**src/rtl/hazard_detection_unit_pkg.sv**
```systemverilog
// hazard_pkg: op-type and forward-select encodings shared by hazard and decode logic.
package hazard_pkg;
    localparam logic [1:0] OPT_NONE  = 2'b00;
    localparam logic [1:0] OPT_ALU   = 2'b01;
    localparam logic [1:0] OPT_LOAD  = 2'b10;
    localparam logic [1:0] OPT_STORE = 2'b11;
    localparam logic [1:0] FWD_RF      = 2'b00;
    localparam logic [1:0] FWD_EXE_ALU = 2'b01;
    localparam logic [1:0] FWD_MEM_ALU = 2'b10;
    localparam logic [1:0] FWD_MEM_LD  = 2'b11;
    // A load still in EXE has no data yet; the stall covers it, so read the regfile.
    function automatic logic [1:0] fwd_sel(input logic [1:0] opt_exe, input logic [1:0] opt_mem,
                                           input logic m_exe, input logic m_mem);
        return (opt_exe == OPT_LOAD && m_exe) ? FWD_RF :
               (opt_exe == OPT_ALU && m_exe)  ? FWD_EXE_ALU :
               (opt_mem == OPT_ALU && m_mem)  ? FWD_MEM_ALU :
               (opt_mem == OPT_LOAD && m_mem) ? FWD_MEM_LD : FWD_RF;
    endfunction
endpackage

```
**src/rtl/hazard_detection_unit_if.sv**
```systemverilog
// hazard_detection_unit_if: pipeline control/index inputs and hazard control outputs.
interface hazard_detection_unit_if #(parameter int CNT_W = 32);
    logic             rs1use_ID;
    logic             rs2use_ID;
    logic [1:0]       hazard_optype_ID;
    logic             Branch_ID;
    logic [4:0]       rs1_ID;
    logic [4:0]       rs2_ID;
    logic [4:0]       rd_EXE;
    logic [4:0]       rd_MEM;
    logic [4:0]       rs2_EXE;
    logic             PC_EN_IF;
    logic             reg_FD_EN;
    logic             reg_FD_flush;
    logic             reg_DE_EN;
    logic             reg_DE_flush;
    logic             reg_EM_EN;
    logic             reg_EM_flush;
    logic             reg_MW_EN;
    logic [1:0]       forward_ctrl_A;
    logic [1:0]       forward_ctrl_B;
    logic             forward_ctrl_ls;
    logic [CNT_W-1:0] stall_cnt;
    logic [CNT_W-1:0] flush_cnt;
    modport master (
        output rs1use_ID, rs2use_ID, hazard_optype_ID, Branch_ID, rs1_ID, rs2_ID, rd_EXE, rd_MEM, rs2_EXE,
        input  PC_EN_IF, reg_FD_EN, reg_FD_flush, reg_DE_EN, reg_DE_flush, reg_EM_EN, reg_EM_flush,
               reg_MW_EN, forward_ctrl_A, forward_ctrl_B, forward_ctrl_ls, stall_cnt, flush_cnt
    );
    modport slave (
        input  rs1use_ID, rs2use_ID, hazard_optype_ID, Branch_ID, rs1_ID, rs2_ID, rd_EXE, rd_MEM, rs2_EXE,
        output PC_EN_IF, reg_FD_EN, reg_FD_flush, reg_DE_EN, reg_DE_flush, reg_EM_EN, reg_EM_flush,
               reg_MW_EN, forward_ctrl_A, forward_ctrl_B, forward_ctrl_ls, stall_cnt, flush_cnt
    );
endinterface

```
**src/rtl/hazard_detection_unit_sat_counter.sv**
```systemverilog
// sat_counter: event counter that sticks at all-ones instead of wrapping.
module sat_counter #(parameter int W = 32) (
    input  logic         clk,
    input  logic         rst,
    input  logic         inc,
    output logic [W-1:0] q
);
    logic [W-1:0] q_q, q_d;
    always_comb q_d = (inc && !(&q_q)) ? q_q + W'(1) : q_q;
    always_ff @(posedge clk) begin
        if (rst) q_q <= '0;
        else q_q <= q_d;
    end
    assign q = q_q;
endmodule

```
**src/rtl/hazard_detection_unit.sv**
```systemverilog
// hazard_detection_unit: forwarding selects, load-use stall and branch flush for a 5-stage pipeline.
module hazard_detection_unit import hazard_pkg::*; #(parameter int CNT_W = 32) (
    input logic                  clk,
    input logic                  rst,
    hazard_detection_unit_if.slave hif
);
    logic [1:0]       optype_exe_q, optype_exe_d, optype_mem_q, optype_mem_d;
    logic             m_exe_a, m_exe_b, m_mem_a, m_mem_b, stall, flush;
    logic [CNT_W-1:0] stall_cnt, flush_cnt;
    always_comb begin
        m_exe_a = hif.rd_EXE != 5'd0 && hif.rd_EXE == hif.rs1_ID && hif.rs1use_ID;
        m_exe_b = hif.rd_EXE != 5'd0 && hif.rd_EXE == hif.rs2_ID && hif.rs2use_ID;
        m_mem_a = hif.rd_MEM != 5'd0 && hif.rd_MEM == hif.rs1_ID && hif.rs1use_ID;
        m_mem_b = hif.rd_MEM != 5'd0 && hif.rd_MEM == hif.rs2_ID && hif.rs2use_ID;
        // Store data on rs2 is picked up from MEM one cycle later instead of stalling.
        stall = optype_exe_q == OPT_LOAD && (m_exe_a || (m_exe_b && hif.hazard_optype_ID != OPT_STORE));
        flush = hif.Branch_ID && !stall;
        optype_exe_d = stall ? OPT_NONE : hif.hazard_optype_ID;
        optype_mem_d = optype_exe_q;
    end
    always_ff @(posedge clk) begin
        if (rst) begin
            optype_exe_q <= OPT_NONE;
            optype_mem_q <= OPT_NONE;
        end else begin
            optype_exe_q <= optype_exe_d;
            optype_mem_q <= optype_mem_d;
        end
    end
    assign hif.forward_ctrl_A  = fwd_sel(optype_exe_q, optype_mem_q, m_exe_a, m_mem_a);
    assign hif.forward_ctrl_B  = fwd_sel(optype_exe_q, optype_mem_q, m_exe_b, m_mem_b);
    assign hif.forward_ctrl_ls = optype_mem_q == OPT_LOAD && hif.rd_MEM != 5'd0 &&
                                 hif.rd_MEM == hif.rs2_EXE && optype_exe_q == OPT_STORE;
    assign hif.PC_EN_IF     = !stall;
    assign hif.reg_FD_EN    = !stall;
    assign hif.reg_FD_flush = flush;
    assign hif.reg_DE_EN    = 1'b1;
    assign hif.reg_DE_flush = stall;
    assign hif.reg_EM_EN    = 1'b1;
    assign hif.reg_EM_flush = 1'b0;
    assign hif.reg_MW_EN    = 1'b1;
    sat_counter #(.W(CNT_W)) u_stall_cnt (.clk(clk), .rst(rst), .inc(stall), .q(stall_cnt));
    sat_counter #(.W(CNT_W)) u_flush_cnt (.clk(clk), .rst(rst), .inc(flush), .q(flush_cnt));
    assign hif.stall_cnt = stall_cnt;
    assign hif.flush_cnt = flush_cnt;
endmodule

```
**src/flat_wrapper.sv**
```systemverilog
// flat-port wrapper written by rule: the top's interface ports become plain ports
module hazard_detection_unit_flat import hazard_pkg::*;
#(parameter int CNT_W = 32)
  (clk, rst, hif_rs1use_ID, hif_rs2use_ID, hif_hazard_optype_ID, hif_Branch_ID, hif_rs1_ID, hif_rs2_ID, hif_rd_EXE, hif_rd_MEM, hif_rs2_EXE, hif_PC_EN_IF, hif_reg_FD_EN, hif_reg_FD_flush, hif_reg_DE_EN, hif_reg_DE_flush, hif_reg_EM_EN, hif_reg_EM_flush, hif_reg_MW_EN, hif_forward_ctrl_A, hif_forward_ctrl_B, hif_forward_ctrl_ls, hif_stall_cnt, hif_flush_cnt);
  hazard_detection_unit_if #(.CNT_W(CNT_W)) hif_i ();
  input logic clk;
  input logic rst;
  input wire logic [$bits(hif_i.rs1use_ID)-1:0] hif_rs1use_ID;
  input wire logic [$bits(hif_i.rs2use_ID)-1:0] hif_rs2use_ID;
  input wire logic [$bits(hif_i.hazard_optype_ID)-1:0] hif_hazard_optype_ID;
  input wire logic [$bits(hif_i.Branch_ID)-1:0] hif_Branch_ID;
  input wire logic [$bits(hif_i.rs1_ID)-1:0] hif_rs1_ID;
  input wire logic [$bits(hif_i.rs2_ID)-1:0] hif_rs2_ID;
  input wire logic [$bits(hif_i.rd_EXE)-1:0] hif_rd_EXE;
  input wire logic [$bits(hif_i.rd_MEM)-1:0] hif_rd_MEM;
  input wire logic [$bits(hif_i.rs2_EXE)-1:0] hif_rs2_EXE;
  output wire logic [$bits(hif_i.PC_EN_IF)-1:0] hif_PC_EN_IF;
  output wire logic [$bits(hif_i.reg_FD_EN)-1:0] hif_reg_FD_EN;
  output wire logic [$bits(hif_i.reg_FD_flush)-1:0] hif_reg_FD_flush;
  output wire logic [$bits(hif_i.reg_DE_EN)-1:0] hif_reg_DE_EN;
  output wire logic [$bits(hif_i.reg_DE_flush)-1:0] hif_reg_DE_flush;
  output wire logic [$bits(hif_i.reg_EM_EN)-1:0] hif_reg_EM_EN;
  output wire logic [$bits(hif_i.reg_EM_flush)-1:0] hif_reg_EM_flush;
  output wire logic [$bits(hif_i.reg_MW_EN)-1:0] hif_reg_MW_EN;
  output wire logic [$bits(hif_i.forward_ctrl_A)-1:0] hif_forward_ctrl_A;
  output wire logic [$bits(hif_i.forward_ctrl_B)-1:0] hif_forward_ctrl_B;
  output wire logic [$bits(hif_i.forward_ctrl_ls)-1:0] hif_forward_ctrl_ls;
  output wire logic [$bits(hif_i.stall_cnt)-1:0] hif_stall_cnt;
  output wire logic [$bits(hif_i.flush_cnt)-1:0] hif_flush_cnt;
  assign hif_i.rs1use_ID = hif_rs1use_ID;
  assign hif_i.rs2use_ID = hif_rs2use_ID;
  assign hif_i.hazard_optype_ID = hif_hazard_optype_ID;
  assign hif_i.Branch_ID = hif_Branch_ID;
  assign hif_i.rs1_ID = hif_rs1_ID;
  assign hif_i.rs2_ID = hif_rs2_ID;
  assign hif_i.rd_EXE = hif_rd_EXE;
  assign hif_i.rd_MEM = hif_rd_MEM;
  assign hif_i.rs2_EXE = hif_rs2_EXE;
  assign hif_PC_EN_IF = hif_i.PC_EN_IF;
  assign hif_reg_FD_EN = hif_i.reg_FD_EN;
  assign hif_reg_FD_flush = hif_i.reg_FD_flush;
  assign hif_reg_DE_EN = hif_i.reg_DE_EN;
  assign hif_reg_DE_flush = hif_i.reg_DE_flush;
  assign hif_reg_EM_EN = hif_i.reg_EM_EN;
  assign hif_reg_EM_flush = hif_i.reg_EM_flush;
  assign hif_reg_MW_EN = hif_i.reg_MW_EN;
  assign hif_forward_ctrl_A = hif_i.forward_ctrl_A;
  assign hif_forward_ctrl_B = hif_i.forward_ctrl_B;
  assign hif_forward_ctrl_ls = hif_i.forward_ctrl_ls;
  assign hif_stall_cnt = hif_i.stall_cnt;
  assign hif_flush_cnt = hif_i.flush_cnt;
  hazard_detection_unit #(.CNT_W(CNT_W)) u_core (.clk(clk), .rst(rst), .hif(hif_i));
endmodule
```
**config.mk**
```make
export PLATFORM = sky130hd
export DESIGN_NAME = hazard_detection_unit_flat
export DESIGN_NICKNAME = d
export VERILOG_FILES = /design/src/rtl/hazard_detection_unit_pkg.sv /design/src/rtl/hazard_detection_unit_if.sv /design/src/rtl/hazard_detection_unit_sat_counter.sv /design/src/rtl/hazard_detection_unit.sv /design/src/flat_wrapper.sv
export SDC_FILE = /design/constraint.sdc
export NUM_CORES = 1
export LEC_CHECK = 0
export BUFFER_PORTS_ARGS = -buffer_cell sky130_fd_sc_hd__buf_2
export CAP_MARGIN = 10
export CORE_MARGIN = 3
export CORE_UTILIZATION = 35
export CTS_BUF_LIST = sky130_fd_sc_hd__clkbuf_8
export CTS_CLUSTER_DIAMETER = 30
export CTS_CLUSTER_SIZE = 30
export DETAILED_ROUTE_END_ITERATION = 10
export SLEW_MARGIN = 15
export SYNTH_ARGS = -nofsm -noshare
export SYNTH_HDL_FRONTEND = slang
export SYNTH_SLANG_ARGS = --single-unit
```
**constraint.sdc**
```tcl
create_clock -name clk -period 4.04 [get_ports clk]
set_clock_uncertainty 0.15 [all_clocks]
set_input_delay 0.808 -clock clk [delete_from_list [all_inputs] [get_ports clk]]
set_output_delay 0.808 -clock clk [all_outputs]
set_load 0.02 [all_outputs]
```
==> results of run 1 <==
[cells by family (layout without fill, tap and decap cells)]
| logic type | count (synthesis) | count (layout) | synth area share (%) |
|---|---|---|---|
| other | 2 | 4 | 0.197 |
| buffers and inverters | 39 | 137 | 4.63 |
| XOR/XNOR | 41 | 41 | 9.42 |
| flip-flops | 68 | 68 | 35.7 |
| AO/OA/AOI/OAI | 117 | 117 | 18.7 |
| multiplexers | 2 | 2 | 0.558 |
| adder cells (fa/ha/maj) | 2 | 2 | 0.656 |
| AND/OR/NAND/NOR | 203 | 203 | 30.1 |
[worst register-to-register path: stages, from the launching register on]
cell,delay (ns)
dfxtp_1,0.42
nand4_1,0.24
nor3_1,0.48
and3_1,0.86
or4_1,0.23
a21oi_1,0.07
[final cells by class]
type,instances,share of cell area [%]
clock buffer,11,3.25
clock inverter,5,1.13
inverter,11,0.888
multi-input combinational,369,49.7
sequential,68,29.3
tap,136,3.66
timing repair buffer,110,12.2
[state kept, by name (all words and copies together) (netlist names)]
name,count
u_core.u_flush_cnt.q,32
u_core.u_stall_cnt.q,32
u_core.optype_exe_q,2
u_core.optype_mem_q,2
[through the flow]
| step | power, mW | instance area (µm²) | util [%] | setup WS (ns) |
|---|---|---|---|---|
| 5_1_grt | 1.40 | 4650 | 44.5 | 0.398 |
| 6_report | 1.36 | 4650 | 44.5 | 0.542 |
| 3_5_place_dp | 0.794 | 4440 | 42.4 | 0.264 |
| 4_1_cts | 1.37 | 4640 | 44.4 | 0.535 |
| 2_1_floorplan | 0.755 | 3820 | - | 0.474 |
| 3_3_place_gp | 0.791 | 4440 | 42.4 | 0.336 |
[layer usage]
metal	part of all wire [%]	track usage (%)	wire, µm	vias up
li1	-	-	-	1960
met1	46	22.3	4930	1884
met2	47	28.9	4970	85
met3	5.8	4.08	616	8
met4	1.0	5.36	111	0
met5	0	0	0	-
[worst paths after layout]
check	start	slack [ns]	to
setup / recovery	hif_rd_EXE[1]	0.54	hif_reg_FD_flush
hold / removal	u_core.u_flush_cnt.q[10]	0.35	u_core.u_flush_cnt.q[10]
setup reg to reg	u_core.u_flush_cnt.q[12]	1.43	u_core.u_flush_cnt.q[9]
hold reg to reg	u_core.u_flush_cnt.q[10]	0.35	u_core.u_flush_cnt.q[10]
[power by group through the flow]
| stage | clock, mW | sequential, mW | combinational (mW) |
|---|---|---|---|
| after floorplan | 0 | 0.694 | 0.0604 |
| after global placement | 0 | 0.693 | 0.0976 |
| after detailed placement | 0 | 0.694 | 0.101 |
| after CTS | 0.593 | 0.678 | 0.101 |
| after global routing | 0.616 | 0.679 | 0.110 |
| final | 0.577 | 0.678 | 0.100 |
[layout by cell type, fill, tap and decap left out, drive strengths merged, types with 2 or more instances in the layout]
cell      count
nand2        23
clkinvlp      2
and3         10
nand4        24
o211ai        6
xnor2        22
and2          5
or3          31
nor2         33
nor3b         2
a2111oi       2
ha            2
buf         110
xor2         19
nor3          4
dfxtp        68
conb          4
o21ai        35
or2           3
o31ai        16
and4          6
o2111ai       6
nand3        26
or4          18
a21oi        43
nor2b         5
inv          13
clkbuf       11
nor4          9
==> reports/metrics.csv, run 1 <==
metric;value;unit
fill_cells;1099;
internal_power;1.03;mW
path_depth;7;
holdWs;0.346;ns
cp_common_cell;buf_2;
worstHoldPathType;reg2reg;
ys_top_cells_by_area;dfxtp_1 36%, a21oi_1 5.6%, or3_1 5.1%, xnor2_1 5.1%, o21ai_0 4.5%;
layout.area.seq;0.00136;mm²
syn-cell-area;0.00381;mm²
area_delta_synth_final;22.0;%
finalWirelength;10.6;mm
criticalPathCategory;in2out;
vias_per_cell;5.55;
wl_per_cell;15.0;µm
antenna_found_initial;0;
grt_pass1_vias;3524;
fp.dieH;110;µm
synth.distinct_cells;51;
synthFlopType;dfxtp_1;
syn-instance-count;474;
crit_buf_inv;3;
end_kind;primary output;
die_width;110;µm
period_share;86.6;%
crit_required;3.08;ns
num_vias;3937;
rows;37;
setup_violations;0;
r2r_cells;5;
grt_pass1_wl;16.8;mm
cp_cell_sequence;buf_2 -> or4_4 -> o211ai_2 -> a2111oi_4 -> or3b_1 -> inv_1 -> buf_2;
switching_share;24.3;%
cts_root_buf;clkbuf_8;
synth.most_common_cell;dfxtp_1;
nets;603;
status;completed;
path_clk_slew;0.07;ns
hold_viol_final;0;
rsz0062_at_grt;no;
maxCapViolCount;0;
cpLargestDelayFamily;simple AND/OR/NAND/NOR gates;
critPathMaxFanout;3;
synth-edff-count;0;
power_density;291;mW/mm²
grt_max_degree;55;
hpwlAfterDp;7.79;mm
cts_resized;0;
drt_iter0_drc;202;
leakage;1.77;nW
max_stage_delay;0.54;ns
cts_tree;done;
clock-sinks;68;
fin_setup_tns;0;ns
routabilityCongestion;0.848;
die_area;0.0122;mm²
dp_cells;693;
worstPathArrival;2.54;ns
numCtsBuffers;9;
ys_ff_latch;68;
max_slew_margin;32.6;%
synth_warnings;0;
ys_seq_area_share;35.7;%
yosysTopAreaCellShare;35.7;%
grt.total_usage;17.4;%
yosysTopAreaCell;dfxtp_1;
finalCriticalPeriod;3.50;ns
clock_latency;0.35;ns
clockBufferDepth;2;
htreeDepth;3;
layout-drive-gt1-share;23.3;%
power_switching;329;µW
diodes;0;
holdPathStages;2;
first_pass_iters;4;
syn_area_per_cell;8.04;µm²
multiInputGateArea;0.00231;mm²
place.port_buffers;104;
postCtsSetupBuffers;0;
fmax;286;MHz
ys_async_sr_fraction;0;%
drc;0;
coreArea;0.0105;mm²
start_kind;primary input;
crit_slowest_cell;or4_4;
p_comb_share;7.4;%
ctsHoldBuffers;0;
tightest_slew;1.01;ns
pwr-share-seq;50.0;%
fin_cells;710;
ant_nets;0;
start_util;36.4;%
ios;109;
grt_remaining_overflow;0;
clkPwrFrac;42.6;%
ys_top_cells_by_count;68 x dfxtp_1, 43 x a21oi_1, 34 x o21ai_0;
drv_slew;0;
vdd_drop_max;0.135;mV
Power figures use the tool's default switching activity.
==> run 2: changes to the inputs <==
ABC_AREA = 1   (was default)
==> run 2 against run 1 <==
Global-route usage is 1.1 points higher. Flip-flop and latch count stayed put. First-iteration DRC count is 63% higher. Critical endpoint unchanged. Largest power group unchanged. Highest routed layer unchanged.
==> reports/metrics.csv, run 2 <==
metric;value;unit;change
status;completed;;
cts_resized;0;;unchanged
grt.total_usage;18.5;%;+1.1 points
final_area;0.00578;mm²;+24%
end_kind;primary output;;
ant_nets;0;;unchanged
drv_slew;0;;unchanged
syn_area_per_cell;5.78;µm²;-28%
hpwlAfterDp;11.2;mm;+43%
tightest_slew;0.895;ns;-0.115 ns
numCtsBuffers;9;;unchanged
r2r_cells;11;;+6
pre_cts_ws;0.851;ns;+0.587 ns
cts_tree;done;;
syn-cell-area;0.00501;mm²;+31%
hold_viol_final;0;;unchanged
num_vias;5361;;+36%
worstPathArrival;2.18;ns;-0.36 ns
die_width;126;µm;+14%
period_share;77.6;%;-9.0 points
ys_top_cells_by_area;dfxtp_1 27%, nand2_1 22%, nor2_1 12%, inv_1 7.6%, xor2_1 6.1%;;
vias_per_cell;4.69;;-15%
grt_max_degree;46;;-16%
cts_root_buf;clkbuf_8;;
synth.distinct_cells;36;;-29%
yosysTopAreaCell;dfxtp_1;;
critPathMaxFanout;20;;+17
clock-sinks;68;;unchanged
synthMuxAreaShare;0;%;-0.56 points
wl_per_cell;12.8;µm;-15%
layout_commonest_cell;nand2_1;;
diodes;0;;unchanged
synth-xor-area-share;8.56;%;-0.85 points
htreeDepth;3;;unchanged
synth_compound_area_share;5.07;%;-14 points
rsz0062_at_grt;no;;
synth-edff-count;0;;unchanged
rows;43;;+16%
critPathLaunch;hif_rd_EXE[4];;
ys_top_cells_by_count;294 x nand2_1, 156 x nor2_1, 102 x inv_1;;
syn-instance-count;867;;+83%
routabilityCongestion;0.909;;+7.2%
fmax;319;MHz;+12%
reg2reg_from;u_core.u_flush_cnt.q[1];;
fin_setup_tns;0;ns;unchanged
synth_top_family_by_area;simple AND/OR/NAND/NOR gates;;
clockBufferDepth;2;;unchanged
yosysTopAreaCellShare;27.2;%;-8.5 points
fin_util;41.5;%;-3.0 points
synth-adder-area-share;0.499;%;-0.16 points
clock_latency;0.37;ns;+0.02 ns
fp.dieH;126;µm;+14%
finalWirelength;14.6;mm;+37%
yosys.area_share.simple;47.4;%;+17 points
ios;109;;unchanged
crit_required;3.08;ns;about the same
die_area;0.0158;mm²;+30%
synth_warnings;0;;unchanged
setup_violations;0;;unchanged
power.total;1.45;mW;+7.0%
layout-drive-gt1-share;14.0;%;-9.3 points
criticalPathCategory;in2out;;
start_util;36.0;%;-0.48 points
fill_cells;1562;;+42%
ctsHoldBuffers;0;;unchanged
worst_slack;0.905;ns;+0.362 ns
ys_async_sr_fraction;0;%;unchanged
drt_iter0_drc;329;;+63%
antenna_found_initial;0;;unchanged
ys_ff_latch;68;;unchanged
path_clk_slew;0.06;ns;about the same
power_density;251;mW/mm²;-14%
nets;993;;+65%
maxCapViolCount;0;;unchanged
area_delta_synth_final;15.4;%;
leakage;2.69;nW;+52%
grt_pass1_wl;24.1;mm;+43%
layout_common_cells;294 x nand2_1, 156 x nor2_1, 106 x inv_1;;
grt_remaining_overflow;0;;unchanged
first_pass_iters;5;;+1
coreArea;0.0139;mm²;+33%
vdd_drop_max;0.139;mV;+3.1%
place_area;0.00562;mm²;+27%
drc;0;;unchanged
grt_pass1_vias;4917;;+40%
holdPathStages;2;;unchanged
postCtsSetupBuffers;0;;unchanged
finalCriticalPeriod;3.14;ns;-0.362 ns
layout.area.seq;0.00136;mm²;unchanged
start_kind;primary input;;
synth.most_common_cell;nand2_1;;
ys_seq_area_share;27.2;%;-8.5 points
worstHoldPathType;reg2reg;;
max_slew_margin;40.2;%;+7.6 points
place.port_buffers;104;;unchanged
min-delay-start;u_core.u_stall_cnt.q[30];;
multiInputGateArea;0.00310;mm²;+34%
synthFlopType;dfxtp_1;;
run 2: routing by layer:
layer  global-route usage [%]  vias to the layer above  part of all wire, %
met2                     27.9                      122                   42
li1                         -                     2863                    -
met1                     26.3                     2363                   50
met5                        0                        -                    0
met4                     6.31                        0                  1.5
met3                     3.56                       13                  5.8
run 2: layout make-up:
type,count,area share [%]
clock buffers,10,2.38
clock inverters,6,0.433
inverters,103,6.69
multi-input cells,669,53.5
flip-flops and latches,68,23.5
well taps,180,3.89
repair buffers,108,9.52
run 2: cells by family (layout without fill, tap and decap cells):
| group | after synthesis | count (layout) |
|---|---|---|
| flops | 68 | 68 |
| compound gates | 47 | 47 |
| buf+inv | 132 | 227 |
| fa+ha+maj | 2 | 2 |
| simple gates | 567 | 567 |
| xor+xnor | 49 | 49 |
| other cells | 2 | 4 |
run 2: path summary, 6_finish.rpt:
| check | to | slack, ns |
|---|---|---|
| worst max-delay path | hif_reg_FD_flush | 0.90 |
| worst min-delay path | u_core.u_stall_cnt.q[30] | 0.35 |
| worst max register to register | u_core.u_flush_cnt.q[2] | 0.92 |
| worst min register to register | u_core.u_stall_cnt.q[30] | 0.35 |
run 2: stage by stage:
stage	std cells	hold WS (ns)
finish	1144	0.351
global route	1144	0.371
CTS	1144	0.350
detailed placement	1128	0.339
global placement	1128	0.331
floorplan	869	0.301
run 2: critical path, stage by stage:
cell	delay, ns
buf_2	0.11
inv_1	0.09
nand3_1	0.09
nor2_1	0.16
nor2_1	0.09
nand4_1	0.15
nand2_2	0.28
nor2_1	0.20
buf_2	0.21
run 2: power breakdown:
| group | switching (mW) | internal [mW] |
|---|---|---|
| registers | 0.0291 | 0.694 |
| logic | 0.151 | 0.0804 |
| clock network | 0.267 | 0.229 |
| total | 0.447 | 1.00 |
